===== config.mk =====
export PLATFORM = sky130hd
export DESIGN_NAME = hazard_ctrl
export DESIGN_NICKNAME = d
export VERILOG_FILES = /design/src/rtl/hazard_pkg.sv /design/src/rtl/fwd_sel.sv /design/src/rtl/hazard_ctrl.sv
export SDC_FILE = /design/constraint.sdc
export NUM_CORES = 1
export LEC_CHECK = 0
export ABC_AREA = 1
export CORE_MARGIN = 1
export CORE_UTILIZATION = 49
export DETAILED_ROUTE_END_ITERATION = 8
export GPL_TIMING_DRIVEN = 1
export PLACE_DENSITY_LB_ADDON = 0.15
export SYNTH_ARGS = -nofsm -noshare
export SYNTH_HDL_FRONTEND = slang
export SYNTH_SLANG_ARGS = --single-unit

===== constraint.sdc =====
create_clock -name clk -period 3.56 [get_ports clk]
set_clock_uncertainty 0.15 [all_clocks]
set_input_delay 0.712 -clock clk [delete_from_list [all_inputs] [get_ports clk]]
set_output_delay 0.712 -clock clk [all_outputs]
set_load 0.01 [all_outputs]

===== src/rtl/hazard_pkg.sv =====
// rtl/hazard_pkg.sv - shared encodings for the hazard controller
// Purpose: operand-forwarding source codes, mul/div FSM states and the
//          width of the mul/div occupancy counter.
// Ports:   none (package).
package hazard_pkg;

  // Operand source selection driven onto fwd_a / fwd_b.
  typedef enum logic [1:0] {
    FWD_RF  = 2'b00,
    FWD_EXE = 2'b01,
    FWD_MEM = 2'b10,
    FWD_WB  = 2'b11
  } fwd_e;

  // Mul/div occupancy FSM.
  typedef enum logic {
    MD_IDLE = 1'b0,
    MD_BUSY = 1'b1
  } md_state_e;

  // Holds MD_LAT-1 for any legal latency (2..15).
  localparam int MD_CNT_W = 4;

endpackage


===== src/rtl/fwd_sel.sv =====
// rtl/fwd_sel.sv - forwarding source selector for one operand
// Purpose: picks the youngest in-flight producer of a source register,
//          priority EXE (non-load) > MEM > WB; register 0 never forwards.
// Ports:
//   src                  in  AW  source register address in ID
//   exe_addr/exe_wen     in      EXE writeback target / enable
//   exe_is_load          in      EXE holds a load (data not ready yet)
//   mem_addr/mem_wen     in      MEM writeback target / enable
//   wb_addr/wb_wen       in      WB writeback target / enable
//   sel                  out 2   FWD_RF / FWD_EXE / FWD_MEM / FWD_WB
module fwd_sel
  import hazard_pkg::*;
#(
  parameter int AW = 5
) (
  input  logic [AW-1:0] src,
  input  logic [AW-1:0] exe_addr,
  input  logic          exe_wen,
  input  logic          exe_is_load,
  input  logic [AW-1:0] mem_addr,
  input  logic          mem_wen,
  input  logic [AW-1:0] wb_addr,
  input  logic          wb_wen,
  output logic [1:0]    sel
);

  logic src_nz;

  assign src_nz = (src != '0);

  always_comb begin
    sel = FWD_RF;
    if (src_nz) begin
      if (exe_wen && !exe_is_load && (src == exe_addr)) begin
        sel = FWD_EXE;
      end else if (mem_wen && (src == mem_addr)) begin
        sel = FWD_MEM;
      end else if (wb_wen && (src == wb_addr)) begin
        sel = FWD_WB;
      end
    end
  end

endmodule


===== src/rtl/hazard_ctrl.sv =====
// rtl/hazard_ctrl.sv - pipeline hazard controller (forwarding, stalls, flushes)
// Purpose: combinational operand forwarding, load-use stall, store-data
//          forwarding flag, memory-wait freeze, mul/div occupancy FSM,
//          branch flush and a saturating stall counter.
// Optional: HAZARD_DEBUG_STEP_EN adds debug_en / debug_step single-step hold.
// Ports:
//   clk, rst                       clock (rising), async active-low reset
//   debug_en, debug_step           single-step control (optional build only)
//   id_rs, id_rt, *_used           ID source registers and use qualifiers
//   id_is_store/is_md/branch_taken ID decode qualifiers
//   {exe,mem,wb}_wb_addr/_wen      writeback target per stage
//   exe_is_load, mem_is_load       stage holds a load
//   mem_ready                      load data valid in MEM this cycle
//   fwd_a, fwd_b, fwd_m            operand / store-data forwarding selects
//   *_en, *_flush                  stage enables and bubble inserts
//   md_busy, md_done, stall_cnt    mul/div status and stall counter
module hazard_ctrl
  import hazard_pkg::*;
#(
  parameter int AW     = 5,
  parameter int MD_LAT = 4,
  parameter int CNT_W  = 16
) (
  input  logic             clk,
  input  logic             rst,
`ifdef HAZARD_DEBUG_STEP_EN
  input  logic             debug_en,
  input  logic             debug_step,
`endif
  input  logic [AW-1:0]    id_rs,
  input  logic [AW-1:0]    id_rt,
  input  logic             id_rs_used,
  input  logic             id_rt_used,
  input  logic             id_is_store,
  input  logic             id_is_md,
  input  logic             id_branch_taken,
  input  logic [AW-1:0]    exe_wb_addr,
  input  logic             exe_wb_wen,
  input  logic [AW-1:0]    mem_wb_addr,
  input  logic             mem_wb_wen,
  input  logic [AW-1:0]    wb_wb_addr,
  input  logic             wb_wb_wen,
  input  logic             exe_is_load,
  input  logic             mem_is_load,
  input  logic             mem_ready,
  output logic [1:0]       fwd_a,
  output logic [1:0]       fwd_b,
  output logic             fwd_m,
  output logic             if_en,
  output logic             id_en,
  output logic             exe_en,
  output logic             mem_en,
  output logic             wb_en,
  output logic             if_flush,
  output logic             exe_flush,
  output logic             mem_flush,
  output logic             wb_flush,
  output logic             md_busy,
  output logic             md_done,
  output logic [CNT_W-1:0] stall_cnt
);

  logic [1:0]          sel_a, sel_b;
  logic                exe_load_nz, load_use, store_fwd, mem_wait;
  logic                dbg_hold, md_frozen;
  md_state_e           state, state_nxt;
  logic [MD_CNT_W-1:0] md_cnt;

  fwd_sel #(.AW(AW)) u_fwd_a (
    .src(id_rs), .exe_addr(exe_wb_addr), .exe_wen(exe_wb_wen),
    .exe_is_load(exe_is_load), .mem_addr(mem_wb_addr), .mem_wen(mem_wb_wen),
    .wb_addr(wb_wb_addr), .wb_wen(wb_wb_wen), .sel(sel_a)
  );

  fwd_sel #(.AW(AW)) u_fwd_b (
    .src(id_rt), .exe_addr(exe_wb_addr), .exe_wen(exe_wb_wen),
    .exe_is_load(exe_is_load), .mem_addr(mem_wb_addr), .mem_wen(mem_wb_wen),
    .wb_addr(wb_wb_addr), .wb_wen(wb_wb_wen), .sel(sel_b)
  );

  assign fwd_a = rst ? sel_a : FWD_RF;
  assign fwd_b = rst ? sel_b : FWD_RF;

  // A load to $0 produces nothing worth waiting for.
  assign exe_load_nz = exe_is_load && exe_wb_wen && (exe_wb_addr != '0);
  assign load_use    = exe_load_nz &&
                       ((id_rs_used && (id_rs == exe_wb_addr)) ||
                        (id_rt_used && !id_is_store && (id_rt == exe_wb_addr)));
  // Store data is only needed in MEM, so it can take the load result there.
  assign store_fwd   = exe_load_nz && id_is_store && (id_rt == exe_wb_addr);
  assign mem_wait    = mem_is_load && !mem_ready;

`ifdef HAZARD_DEBUG_STEP_EN
  logic step_q1, step_q2;

  always_ff @(posedge clk or negedge rst) begin
    if (!rst) begin
      step_q1 <= 1'b0;
      step_q2 <= 1'b0;
    end else begin
      step_q1 <= debug_step;
      step_q2 <= step_q1;
    end
  end

  assign dbg_hold = debug_en && !(step_q1 && !step_q2);
`else
  assign dbg_hold = 1'b0;
`endif

  assign md_frozen = dbg_hold || mem_wait;

  // FSM state register and occupancy counter.
  always_ff @(posedge clk or negedge rst) begin
    if (!rst) begin
      state  <= MD_IDLE;
      md_cnt <= '0;
    end else begin
      state <= state_nxt;
      if ((state == MD_IDLE) && (state_nxt == MD_BUSY)) begin
        md_cnt <= MD_CNT_W'(MD_LAT - 1);
      end else if ((state == MD_BUSY) && !md_frozen && (md_cnt != '0)) begin
        md_cnt <= md_cnt - 1'b1;
      end
    end
  end

  // FSM next state: a mul/div enters BUSY only when it actually leaves ID.
  always_comb begin
    state_nxt = state;
    case (state)
      MD_IDLE: if (id_is_md && id_en && rst) state_nxt = MD_BUSY;
      MD_BUSY: if (!md_frozen && (md_cnt == '0)) state_nxt = MD_IDLE;
      default: state_nxt = MD_IDLE;
    endcase
  end

  // FSM / pipeline outputs, highest-priority cause first.
  always_comb begin
    if_en     = 1'b1;
    id_en     = 1'b1;
    exe_en    = 1'b1;
    mem_en    = 1'b1;
    wb_en     = 1'b1;
    if_flush  = 1'b0;
    exe_flush = 1'b0;
    mem_flush = 1'b0;
    wb_flush  = 1'b0;
    if (!rst) begin
      if_flush  = 1'b1;
      exe_flush = 1'b1;
      mem_flush = 1'b1;
      wb_flush  = 1'b1;
    end else if (dbg_hold) begin
      if_en  = 1'b0;
      id_en  = 1'b0;
      exe_en = 1'b0;
      mem_en = 1'b0;
      wb_en  = 1'b0;
    end else if (mem_wait) begin
      if_en    = 1'b0;
      id_en    = 1'b0;
      exe_en   = 1'b0;
      mem_en   = 1'b0;
      wb_flush = 1'b1;
    end else if (state == MD_BUSY) begin
      if_en     = 1'b0;
      id_en     = 1'b0;
      exe_en    = 1'b0;
      mem_flush = 1'b1;
    end else if (load_use) begin
      if_en     = 1'b0;
      id_en     = 1'b0;
      exe_flush = 1'b1;
    end else if (id_branch_taken) begin
      if_flush = 1'b1;
    end
    md_busy = rst && (state == MD_BUSY);
    md_done = rst && (state == MD_BUSY) && !md_frozen && (md_cnt == '0);
  end

  // fwd_m follows the store into EXE; it holds while EXE is frozen.
  always_ff @(posedge clk or negedge rst) begin
    if (!rst) begin
      fwd_m <= 1'b0;
    end else if (exe_en) begin
      fwd_m <= store_fwd && id_en;
    end
  end

  always_ff @(posedge clk or negedge rst) begin
    if (!rst) begin
      stall_cnt <= '0;
    end else if ((load_use || mem_wait || (state == MD_BUSY)) && (stall_cnt != '1)) begin
      stall_cnt <= stall_cnt + 1'b1;
    end
  end

endmodule


# Word-level counts from Yosys, hierarchy flattened
# Cells that the tools add are included.
# W data, S select, Z words.
[word_totals]
register_bits = 22
input_bits = 38
output_inout_bits = 32
word_cells = 92
[op_classes]
add_sub_neg = 2
eq_ne = 7
n_mux = 38
bitwise = 1
n_reduce_logical = 40
[op_table]
columns = ["op", "n"]
rows = [
  ["$eq A5 B5 Y1", 6],
  ["$logic_and A1 B1 Y1", 27],
  ["$mux W1", 25],
  ["$mux W2", 10],
  ["$add A16 B1 Y16 const B", 1],
  ["$ne A16 B16 Y1 const B", 1],
  ["$reduce_bool A5 Y1", 3],
  ["$mux W4", 2],
  ["$logic_not A1 Y1", 4],
  ["$logic_not A4 Y1", 1],
  ["$reduce_bool A4 Y1", 1],
  ["$sub A4 B1 Y4 const B", 1],
  ["$logic_or A1 B1 Y1", 3],
  ["$pmux W1 S2", 1],
  ["$reduce_bool A2 Y1", 1],
  ["$not A1 Y1", 1],
]

# Longest topological paths before layout
[logic_depth]
depth_word = 15
ltp_mapped = 12
ltp_nobuf = 12

# Cells and area by module
# From an unflattened synthesis, not the netlist that was laid out.
[hier_totals]
hier_cells = 403
area_unflattened_um2 = 2314.7
[modules_own_cells]
columns = ["mod", "n_inst", "cells_each", "area_each_um2", "seq_area_each_um2"]
rows = [
  ["hazard_ctrl", 1, 245, 1626.6, 550.5],
  ["fwd_sel", 2, 79, 344.1, 0.0],
]

# Worst setup path after synthesis
# No wires, ideal clock.
[synth_timing]
kind = "input-to-output"
startpoint = "input port id_rt[3]"
endpoint = "output port if_en"
arrival_time_ns = 1.703
setup_slack_ns = 0.995
stages = 10
path_buffers = 2
cell_sequence = "inv_1 nand2_1 nand2_1 nand3_1 nor2_1 nand3_1 nand3_2 buf_6 nand2_1 buf_4"
[synth_between]
elab_chain_len = 8
[synth_rtl]
columns = ["element", "line_no", "source"]
rows = [
  ["start, declared", "hazard_ctrl.sv:31", "input logic [AW-1:0] id_rt,"],
  ["$eq A5 B5 Y1", "hazard_ctrl.sv:88", "(id_rt_used && !id_is_store && (id_rt == exe_wb_addr)));"],
  ["$logic_and A1 B1 Y1", "hazard_ctrl.sv:88", ""],
  ["$logic_or A1 B1 Y1", "hazard_ctrl.sv:87", "((id_rs_used && (id_rs == exe_wb_addr)) ||"],
  ["$logic_and A1 B1 Y1", "hazard_ctrl.sv:86", "assign load_use = exe_load_nz &&"],
  ["$mux W1 (4 in a row)", "n/a", ""],
  ["end, declared", "hazard_ctrl.sv:49", "output logic if_en,"],
]
# Every way passes these cells.

# Worst setup path in the final report
[layout_timing]
startpoint = "input port id_rt[1]"
endpoint = "output port fwd_b[0]"
[layout_between]
elab_chain_len = 7
[layout_rtl]
columns = ["element", "line_no", "source"]
rows = [
  ["$eq A5 B5 Y1", "fwd_sel.sv:38", "end else if (wb_wen && (src == wb_addr)) begin"],
  ["$logic_and A1 B1 Y1", "fwd_sel.sv:38", ""],
  ["$mux W2", "fwd_sel.sv:38", ""],
  ["$mux W2", "fwd_sel.sv:36", "end else if (mem_wen && (src == mem_addr)) begin"],
  ["$mux W2", "fwd_sel.sv:34", "if (exe_wen && !exe_is_load && (src == exe_addr)) begin"],
  ["$mux W2 (*)", "fwd_sel.sv:33", "if (src_nz) begin"],
  ["$mux W2 (*)", "hazard_ctrl.sv:82", "assign fwd_b = rst ? sel_b : FWD_RF;"],
  ["end, declared", "hazard_ctrl.sv:47", "output logic [1:0] fwd_b,"],
]
# Mark *: on every way between the ends. The rest lies on a longest branch, timed or not.

==> reports/qor.yml <==
outcome:
  status: "finished, final reports clean"
synthesis:
  ys_ff_latch: 22
  syn_nets: 346
  synthesis.area_um2: 1940
  postSynthAreaPerCell_um2: 6.35
  yosys_warnings: 0
  synthDistinctLibCells: 29
  yosysTopAreaCell: "dfrtp_1"
  synth_top_area_share_pct: 28.4
  syn_inst: 305
  synth_area_leaders: "dfrtp_1 (28%), nand2_1 (20%), inv_1 (7.9%)"
  yosysSeqAreaShare_pct: 28.4
finish:
  num_antenna_cells: 0
  nNetsFinal: 420
  drive_above_1_share_pct: 8.20
  final_core_util_pct: 74.7
  final_cells: 426
  final_cell_mix: "nand2_1 (105), clkdlybuf4s50_1 (61), inv_1 (38)"
  nFillCells: 306
  mostFrequentLayoutCell: "nand2_1"
  area_delta_synth_final_pct: 43.3
drt:
  wl_met1_um: 2410
  routed_wl_um: 5440
  first_pass_iters: 5
  top_layer_used: "met4"
  drtIter0Drc: 180
  wl_met2_um: 2640
  wl_met3_um: 311
  routedWlPerCell_um: 12.8
  vias: 2214
  ant_nets: 0
  vias_per_cell: 5.20
  drc: 0
power:
  p_switching_uw: 427
  power_leakage_uw: 0.00144
  p_sw_share_pct: 37.6
  internal_power_uw: 709
  p_seq_share_pct: 32.2
  power_density_nw_per_um2: 409
  power_frac_clock_pct: 20.6
  combPwrFrac_pct: 47.2
  ir_drop_uv: 367
sta:
  fin_crit_sh_pct: 97.8
  hold_viol_final: 0
  worst_slack_ns: 0.0793
  final.min_clock_period_ns: 3.48
  setup_viol: 0
  slew_viol_final: 0
  max_freq_ghz: 0.287
floorplan:
  core_um2: 3720
  die_h_um: 64.9
  start_util_pct: 52.2
  fp-row-count: 22
  fp.dieW_um: 64.9
  dieArea_um2: 4210
  ios: 70
critical_path:
  critPathMaxFanout: 4
  cpPeakStageDelay_ns: 0.54
  required_ns: 2.70
  worstPathArrival_ns: 2.62
  reg2reg_depth: 9
  crit_type: "in2out"
  start_kind: "input port"
  path_cells: "clkdlybuf4s50_1 -> inv_2 -> nand2_1 -> nand2_1 -> nand3_1 -> nor2_2 -> and3_4 -> a21oi_1 -> nor2_1 -> clkdlybuf4s50_1"
  worst_path_max_delay_cell: "clkdlybuf4s50_1"
  worstSetupEndpointType: "output pin"
min_path:
  min_path_type: "reg2reg"
  min_path_cells: 2
clock_network:
  cts-htree-levels: 1
  cts_tree: "yes"
  cts-root-buf: "clkbuf_8"
  clock-sinks: 22
  cts.clk_slew.worst_paths_ns: 0.07
  cts_buffers: 3
  clk_path_buf_depth: 2
  clk_latency_ns: 0.27
global_route:
  overflow: 0
  grt_use_total_pct: 27.2
  grt_pass1_wl_um: 9030
  grt_max_degree: 19
  grt_pass1_vias: 2032
  antenna_found_initial: 0
run:
  maxCapViolCount: 0
place:
  post-place-ws_ns: -0.00801
  gp_congestion: 0.934
  hpwl_um: 4360
  dp.cells: 422
  io_buffers: 68
-- critical path, delay by kind of cell --
| kind | cells | cell delay, ns |
|---|---|---|
| AOI/OAI and AO/OA | 1 | 0.04 |
| and+or+nand+nor | 6 | 0.70 |
| buffers and inverters | 3 | 1.17 |
-- sequential cells by signal, summed over array words and instances, names as in the netlist --
name	cells
md_cnt	4
fwd_m	1
state	1
stall_cnt	16
-- stage by stage --
stage | cell area, um2 | TNS (ns) | power (uW) | hold WS [ns]
after global placement | 2680 | -0.00165 | 882 | 0.333
final | 2780 | 0 | 1140 | 0.362
after floorplan | 1940 | 0 | 697 | 0.266
after global routing | 2780 | -0.0297 | 1220 | 0.412
after CTS | 2750 | 0 | 1140 | 0.365
after detailed placement | 2680 | -0.00801 | 903 | 0.346
-- final cells by class --
| class | count | area [um2] | share of cell area, % |
|---|---|---|---|
| flip-flops and latches | 22 | 551 | 19.8 |
| multi-input cells | 233 | 1180 | 42.5 |
| clock inverters | 1 | 30.0 | 1.08 |
| inverters | 43 | 161 | 5.81 |
| clock buffers | 3 | 41.3 | 1.49 |
| repair buffers | 76 | 754 | 27.2 |
| well taps | 48 | 60.1 | 2.16 |
-- cell usage after synthesis --
master and n:
nor3_1 4, or2_2 1, o41ai_1 1, inv_2 2, conb_1 1, o31ai_1 1, xnor2_1 12, nor2_2 3
nand3_2 2, and3_1 2, buf_6 3, clkbuf_1 1, nand2_1 105, ha_1 3, nand4_1 7, a21oi_1 6
nor3_2 1, nand3_1 28, inv_1 41, o22ai_1 2, nor3b_1 1, xor2_1 10, a211oi_1 1, nand2_2 4
buf_4 3, nor2_1 24, o2111ai_1 2, dfrtp_1 22, o21ai_0 12
-- per-layer routing --
metal / vias up / GRT usage (%)
li1: 1112 / -
met1: 1011 / 35.7
met3: 10 / 3.70
met4: 0 / 6.94
met2: 81 / 46.4
met5: - / 0
-- power groups by stage --
stage / combinational [uW] / clock (uW) / sequential (uW)
5_1_grt: 594 / 246 / 377
3_5_place_dp: 532 / 0 / 371
3_3_place_gp: 515 / 0 / 368
6_report: 536 / 234 / 366
4_1_cts: 534 / 236 / 366
2_1_floorplan: 321 / 0 / 376
-- kinds of logic (layout without fill, tap and decap cells) --
group	after synthesis	after routing	synth area share, %
and+or+nand+nor	182	182	40.7
DFF	22	22	28.4
buffers and inverters	50	123	11.4
xor gates and xnor gates	22	22	9.94
other	1	1	0.193
AOI/OAI and AO/OA	25	25	7.42
adders and majority gates	3	3	1.94
-- repair_timing --
action | 4_1_cts | 5_1_grt
endpoints found under the hold margin | 0 | 0
gates resized for setup | 1 | 12
endpoints found under the setup margin | 1 | 8
hold buffers | 0 | 0
buffers inserted | 0 | 0
pin swaps | 0 | 2
gates cloned | 0 | 0
-- path summary, 6_finish.rpt --
kind / startpoint / end / slack [ns]
max: id_rt[1] / fwd_b[0] / 0.08
min: md_cnt[0] / md_cnt[0] / 0.36
max reg2reg: stall_cnt[0] / stall_cnt[1] / 1.46
min reg2reg: md_cnt[0] / md_cnt[0] / 0.36
max in group asynchronous: rst / state / 2.24
min in group asynchronous: rst / stall_cnt[3] / 0.84
Note: power is estimated with default switching activity, not from simulation.
